--- config.mk ---
export PLATFORM = sky130hd
export DESIGN_NAME = ahblite_busmatrix_outputstage_dtcm
export DESIGN_NICKNAME = d
export VERILOG_FILES = /design/src/rtl/ahblite_busmatrix_outputstage_dtcm.sv
export SDC_FILE = /design/constraint.sdc
export NUM_CORES = 1
export LEC_CHECK = 0
export ABC_AREA = 1
export BUFFER_PORTS_ARGS = -buffer_cell sky130_fd_sc_hd__buf_2
export CAP_MARGIN = 10
export CORE_AREA = 5 5 92 94
export CTS_BUF_LIST = sky130_fd_sc_hd__clkbuf_16
export DETAILED_ROUTE_END_ITERATION = 10
export DIE_AREA = 0 0 97 99
export PLACE_DENSITY = 0.73
export SYNTH_ARGS = -nofsm -noshare
export SYNTH_HDL_FRONTEND = slang
export SYNTH_SLANG_ARGS = --single-unit
--- constraint.sdc ---
create_clock -name HCLK -period 3.67 [get_ports HCLK]
set_input_delay 0.1835 -clock HCLK [delete_from_list [all_inputs] [get_ports HCLK]]
set_output_delay 0.1835 -clock HCLK [all_outputs]
set_load 0.1 [all_outputs]
--- src/rtl/ahblite_busmatrix_outputstage_dtcm.sv ---
// -----------------------------------------------------------------------------
// ahblite_busmatrix_outputstage_dtcm
//
// Purpose:
//   Output stage of the AHB-lite bus matrix in front of the DTCM slave. It
//   arbitrates between two input stages, M0 (CPU) and M1 (accelerator), and
//   routes the winner's address phase to the single DTCM slave port. Write
//   data follows the master that owns the current data phase.
//
//   Arbitration is combinational (zero-cycle). A master keeps the port for the
//   rest of a burst (SEQ/BUSY) or while it holds HMASTLOCK. While the slave is
//   stalling, the address-phase owner is frozen.
//
// Parameters:
//   RR_MODE    1 = round-robin between M0 and M1 on contention,
//              0 = fixed priority with M0 winning.
//
// Ports:
//   HCLK, HRESETn           clock, asynchronous active-low reset
//   HSEL_Mx .. HWDATA_Mx    AHB-lite address/control/write data from master x
//   HREADYOUT_S             ready from the DTCM slave
//   ACTIVE_M0/ACTIVE_M1     master x owns the current address phase
//   HSEL_O .. HMASTLOCK_O   muxed address/control towards the slave
//   HWDATA_O                write data of the data-phase owner
//   HREADY_O                HREADY towards the slave (= HREADYOUT_S)
// -----------------------------------------------------------------------------
module ahblite_busmatrix_outputstage_dtcm #(
  parameter bit RR_MODE = 1'b1
) (
  input  logic        HCLK,
  input  logic        HRESETn,
  input  logic        HSEL_M0,
  input  logic        HSEL_M1,
  input  logic [31:0] HADDR_M0,
  input  logic [31:0] HADDR_M1,
  input  logic [1:0]  HTRANS_M0,
  input  logic [1:0]  HTRANS_M1,
  input  logic        HWRITE_M0,
  input  logic        HWRITE_M1,
  input  logic [2:0]  HSIZE_M0,
  input  logic [2:0]  HSIZE_M1,
  input  logic [2:0]  HBURST_M0,
  input  logic [2:0]  HBURST_M1,
  input  logic [3:0]  HPROT_M0,
  input  logic [3:0]  HPROT_M1,
  input  logic        HMASTLOCK_M0,
  input  logic        HMASTLOCK_M1,
  input  logic [31:0] HWDATA_M0,
  input  logic [31:0] HWDATA_M1,
  input  logic        HREADYOUT_S,
  output logic        ACTIVE_M0,
  output logic        ACTIVE_M1,
  output logic        HSEL_O,
  output logic [31:0] HADDR_O,
  output logic [1:0]  HTRANS_O,
  output logic        HWRITE_O,
  output logic [2:0]  HSIZE_O,
  output logic [2:0]  HBURST_O,
  output logic [3:0]  HPROT_O,
  output logic        HMASTLOCK_O,
  output logic [31:0] HWDATA_O,
  output logic        HREADY_O
);

  typedef enum logic [1:0] {
    SEL_NONE = 2'd0,
    SEL_M0   = 2'd1,
    SEL_M1   = 2'd2
  } sel_e;

  localparam logic [1:0] TRANS_IDLE = 2'b00;
  localparam logic [1:0] TRANS_BUSY = 2'b01;
  localparam logic [1:0] TRANS_SEQ  = 2'b11;

  sel_e r_addr_sel_q;
  sel_e r_data_sel;
  sel_e r_last_grant;
  logic r_hold_q;

  sel_e w_arb;
  sel_e w_addr_sel;
  logic w_hready;
  logic w_req_m0;
  logic w_req_m1;
  logic w_stick_m0;
  logic w_stick_m1;

  assign w_hready = HREADYOUT_S;
  assign HREADY_O = w_hready;

  // NONSEQ or SEQ (HTRANS[1]) is a real request.
  assign w_req_m0 = HSEL_M0 & HTRANS_M0[1];
  assign w_req_m1 = HSEL_M1 & HTRANS_M1[1];

  // Continuation of a burst (SEQ/BUSY) or a locked sequence keeps the port.
  assign w_stick_m0 = HSEL_M0 & ((HTRANS_M0 == TRANS_SEQ) | (HTRANS_M0 == TRANS_BUSY) | HMASTLOCK_M0);
  assign w_stick_m1 = HSEL_M1 & ((HTRANS_M1 == TRANS_SEQ) | (HTRANS_M1 == TRANS_BUSY) | HMASTLOCK_M1);

  always_comb begin
    w_arb = SEL_NONE;
    if (r_addr_sel_q == SEL_M0 && w_stick_m0) begin
      w_arb = SEL_M0;
    end else if (r_addr_sel_q == SEL_M1 && w_stick_m1) begin
      w_arb = SEL_M1;
    end else if (w_req_m0 && w_req_m1) begin
      if (RR_MODE && r_last_grant == SEL_M0) begin
        w_arb = SEL_M1;
      end else begin
        w_arb = SEL_M0;
      end
    end else if (w_req_m0) begin
      w_arb = SEL_M0;
    end else if (w_req_m1) begin
      w_arb = SEL_M1;
    end
  end

  // The address phase is frozen for as long as the slave stalls. Reset forces
  // the bus idle combinationally so nothing leaks out while HRESETn is low.
  always_comb begin
    w_addr_sel = w_arb;
    if (!HRESETn) begin
      w_addr_sel = SEL_NONE;
    end else if (r_hold_q) begin
      w_addr_sel = r_addr_sel_q;
    end
  end

  assign ACTIVE_M0 = (w_addr_sel == SEL_M0);
  assign ACTIVE_M1 = (w_addr_sel == SEL_M1);

  always_comb begin
    HSEL_O      = 1'b0;
    HADDR_O     = 32'd0;
    HTRANS_O    = TRANS_IDLE;
    HWRITE_O    = 1'b0;
    HSIZE_O     = 3'd0;
    HBURST_O    = 3'd0;
    HPROT_O     = 4'd0;
    HMASTLOCK_O = 1'b0;
    case (w_addr_sel)
      SEL_M0: begin
        HSEL_O      = HSEL_M0;
        HADDR_O     = HADDR_M0;
        HTRANS_O    = HTRANS_M0;
        HWRITE_O    = HWRITE_M0;
        HSIZE_O     = HSIZE_M0;
        HBURST_O    = HBURST_M0;
        HPROT_O     = HPROT_M0;
        HMASTLOCK_O = HMASTLOCK_M0;
      end
      SEL_M1: begin
        HSEL_O      = HSEL_M1;
        HADDR_O     = HADDR_M1;
        HTRANS_O    = HTRANS_M1;
        HWRITE_O    = HWRITE_M1;
        HSIZE_O     = HSIZE_M1;
        HBURST_O    = HBURST_M1;
        HPROT_O     = HPROT_M1;
        HMASTLOCK_O = HMASTLOCK_M1;
      end
      default: ;
    endcase
  end

  always_comb begin
    HWDATA_O = 32'd0;
    case (r_data_sel)
      SEL_M0:  HWDATA_O = HWDATA_M0;
      SEL_M1:  HWDATA_O = HWDATA_M1;
      default: HWDATA_O = 32'd0;
    endcase
  end

  // last_grant starts at M1 so M0 wins the first contention after reset.
  // BUSY/IDLE phases are forwarded but never open a data phase.
  always_ff @(posedge HCLK or negedge HRESETn) begin
    if (!HRESETn) begin
      r_addr_sel_q <= SEL_NONE;
      r_data_sel   <= SEL_NONE;
      r_last_grant <= SEL_M1;
      r_hold_q     <= 1'b0;
    end else begin
      r_hold_q     <= ~w_hready;
      r_addr_sel_q <= w_addr_sel;
      if (w_hready) begin
        if (w_addr_sel != SEL_NONE && HTRANS_O[1]) begin
          r_data_sel   <= w_addr_sel;
          r_last_grant <= w_addr_sel;
        end else begin
          r_data_sel <= SEL_NONE;
        end
      end
    end
  end

endmodule

==> impl_metrics.csv <==
group,metric,value,unit
outcome,status,"finished clean",
placed_design,numPortBuffers,242,
worst_setup_path,path_max_fanout,46,
placed_design,dp_hpwl,7250,um
sta,rsz0062_at_grt,"false",
cells_and_area,antennaDiodeCount,0,
yosys,ys_warn_count,0,
worst_setup_path,crit_slowest_cell,"inv_2",
global_route,antenna_found_initial,0,
die,num_rows,32,
cts,cts_buffer_depth,2,
power_and_ir_drop,power_density,189,nW/um2
cts,cts_root_buffer,"clkbuf_16",
route,via_count,2885,
worst_setup_path,required,3490,ps
die,die_w,97,um
placed_design,placed_area,2980,um2
yosys,yosys_register_bits,7,
sta,finalHoldViolations,0,
yosys,yosysTopAreaCellShare,0.424,
global_route,track_usage,0.168,
cts,clk_latency,230,ps
worst_setup_path,rrSetupSlack,1290,ps
cells_and_area,final_common_cell,"buf_2",
route,routed_wl,8520,um
worst_setup_path,endpoint_kind,"primary output",
cells_and_area,final_layout_size_suffix_gt1_frac,0.555,
worst_setup_path,cp.arrival,3030,ps
cts,htreeDepth,1,
route,ant_nets,0,
yosys,ys_types,21,
die,die_area,9600,um2
cts,cts_sinks,7,
yosys,ys_seq_area_frac,0.113,
cells_and_area,final_cell_mix,"242 x buf_2, 176 x nand2_1, 48 x a21oi_2, 32 x a21oi_1, 11 x inv_1",
cts,clk_pin_slew,40,ps
route,drc_errors,0,
route,first_pass_iters,4,
placed_design,gp_congestion,0.851,
yosys,synth_nets,485,
power_and_ir_drop,p_leak,0.00153,uW
worst_setup_path,startpoint_type,"input pin",
sta,timing.final.crit_period,3220,ps
worst_setup_path,path_class,"input pin to primary output",
route,avgRoutedWirePerCell,13.2,um
worst_setup_path,cp_cell_sequence,"dlygate4sd3_1 > buf_2 > o21ai_0 > a21oi_2 > inv_1 > ha_1 > inv_2 > a21oi_2 > buf_2",
die,core_area,7570,um2
global_route,grt_start_max_net_pins,49,
cts,cts_buffers,3,
cells_and_area,area_growth,97.2,%
route,viasPerCell,4.47,
worst_setup_path,slowest_delay,850,ps
sta,maxSlewHeadroom,0.210,
yosys,syn_inst,319,
cells_and_area,fillers,814,
die,io_pins,243,
global_route,grt_pass1_vias,2949,
global_route,grt-ovfl-total,0,
yosys,synth_area,1560,um2
flow_run,drv_cap,0,
yosys,yosys.area.top_type,"nand2_1",
sta,clock_skew,1.33,ps
global_route,grt_pass1_wl,13700,um
yosys,synth_area_leaders,"nand2_1 42%, a21oi_1 25%, dfrtp_1 9.6%, buf_2 5.1%, ha_1 4.0%",
worst_setup_path,crit_buf_inv,5,
die,die_height,99,um
sta,slew_viol_final,0,
sta,finalSetupViolations,0,
sta,finalCritPeriodShare,0.876,
die,initial_core_util,0.206,
worst_setup_path,crit_family,"buffers and inverters",
sta,clock.fmax,311,MHz
sta,finalSetupTns,0,ps
yosys,syn_area_per_cell,4.88,um2
cts,cts_tree,"done",
sta,tightest_slew,1180,ps
power_and_ir_drop,vdd_drop_max,135,uV
cts,cts_resized,0,
cells_and_area,final_net_count,711,
cells_and_area,fin_area,3070,um2
route,first_iter_violations,65,
worst_hold_path,hold_class,"input pin to flip-flop",
[where the power goes]
| group | internal [uW] | switching [uW] |
|---|---|---|
| registers | 80.6 | 2.24 |
| logic | 93.0 | 217 |
| clock network | 142 | 45.1 |
[synth_stat cells]
| cell | instances |
|---|---|
| a21oi_1 | 78 |
| a21oi_2 | 2 |
| buf_1 | 4 |
| buf_2 | 16 |
| buf_4 | 1 |
| clkbuf_1 | 3 |
| clkinv_1 | 2 |
| dfrtp_1 | 6 |
| dfstp_2 | 1 |
| ha_1 | 5 |
| inv_1 | 10 |
| inv_2 | 2 |
| nand2_1 | 176 |
| nand2_2 | 2 |
| nand3_1 | 3 |
| nand3_2 | 1 |
| nor2_1 | 3 |
| nor3_4 | 1 |
| o21ai_0 | 1 |
| o21bai_1 | 1 |
| or2_1 | 1 |
[kinds of logic (layout without fill, tap and decap cells)]
| group | after synthesis | after routing | share of synthesized area |
|---|---|---|---|
| fa+ha+maj | 5 | 5 | 0.0402 |
| flops | 7 | 7 | 0.113 |
| buf+inv | 38 | 263 | 0.107 |
| compound gates | 82 | 82 | 0.270 |
| simple gates | 187 | 187 | 0.470 |
[worst reg2reg max path, delay by kind of cell, from the launching register on]
family	cells	cell delay, ps
AND/OR/NAND/NOR	11	940
buffers and inverters	2	160
AO/OA/AOI/OAI	1	170
adder cells (fa/ha/maj)	1	620
flip-flops	1	390
[routing by layer]
layer	wire [um]	vias to the layer above	GRT usage	part of all wire
met4	159	0	0.0475	0.019
li1	-	1458	-	-
met5	0	-	0	0
met3	936	15	0.0488	0.11
met2	4400	171	0.332	0.52
met1	3020	1241	0.170	0.35
[path summary, 6_finish.rpt]
check                                       startpoint                     endpoint  depth (start not counted)
max                                            HRESETn                  HADDR_O[29]                          9
min                                        HREADYOUT_S           r_hold_q$_DFF_PN0_                          2
max reg2reg                  r_addr_sel_q[0]$_DFF_PN0_  r_last_grant[0]$_DFFE_PN0P_                         15
min reg2reg                r_last_grant[1]$_DFFE_PN1P_  r_last_grant[1]$_DFFE_PN1P_                          2
max in group asynchronous                      HRESETn  r_last_grant[1]$_DFFE_PN1P_                          2
min in group asynchronous                      HRESETn  r_last_grant[0]$_DFFE_PN0P_                          2
[metrics by stage]
step           cells   util  worst slack [ps]  hold WS (ps)  total power, uW
6_report         646  0.406               454           198              580
5_1_grt          646  0.406               215           199              613
4_1_cts          646  0.406               429           188              584
3_5_place_dp     641  0.394               874          52.8              394
3_3_place_gp     641  0.394               915          47.9              389
2_1_floorplan    319      -               273          -112              281
[state kept, by name (all words and copies together), names as in the netlist]
register      cells
r_addr_sel_q      2
r_last_grant      2
r_hold_q          1
r_data_sel        2
[repair_timing]
action                                 4_1_cts  5_1_grt
hold buffers                                 1        0
endpoints found under the hold margin        6        0
buffers inserted                             0        0
[final cells by class]
class	instances	area (um2)	area share
clock buffers	3	75.1	0.0244
clock inverters	1	3.75	0.00122
inverters	14	52.6	0.0171
multi-input cells	274	1390	0.452
flip-flops and latches	7	176	0.0574
well taps	102	128	0.0415
repair buffers	245	1250	0.407
Note: power is estimated with default switching activity, not from simulation.
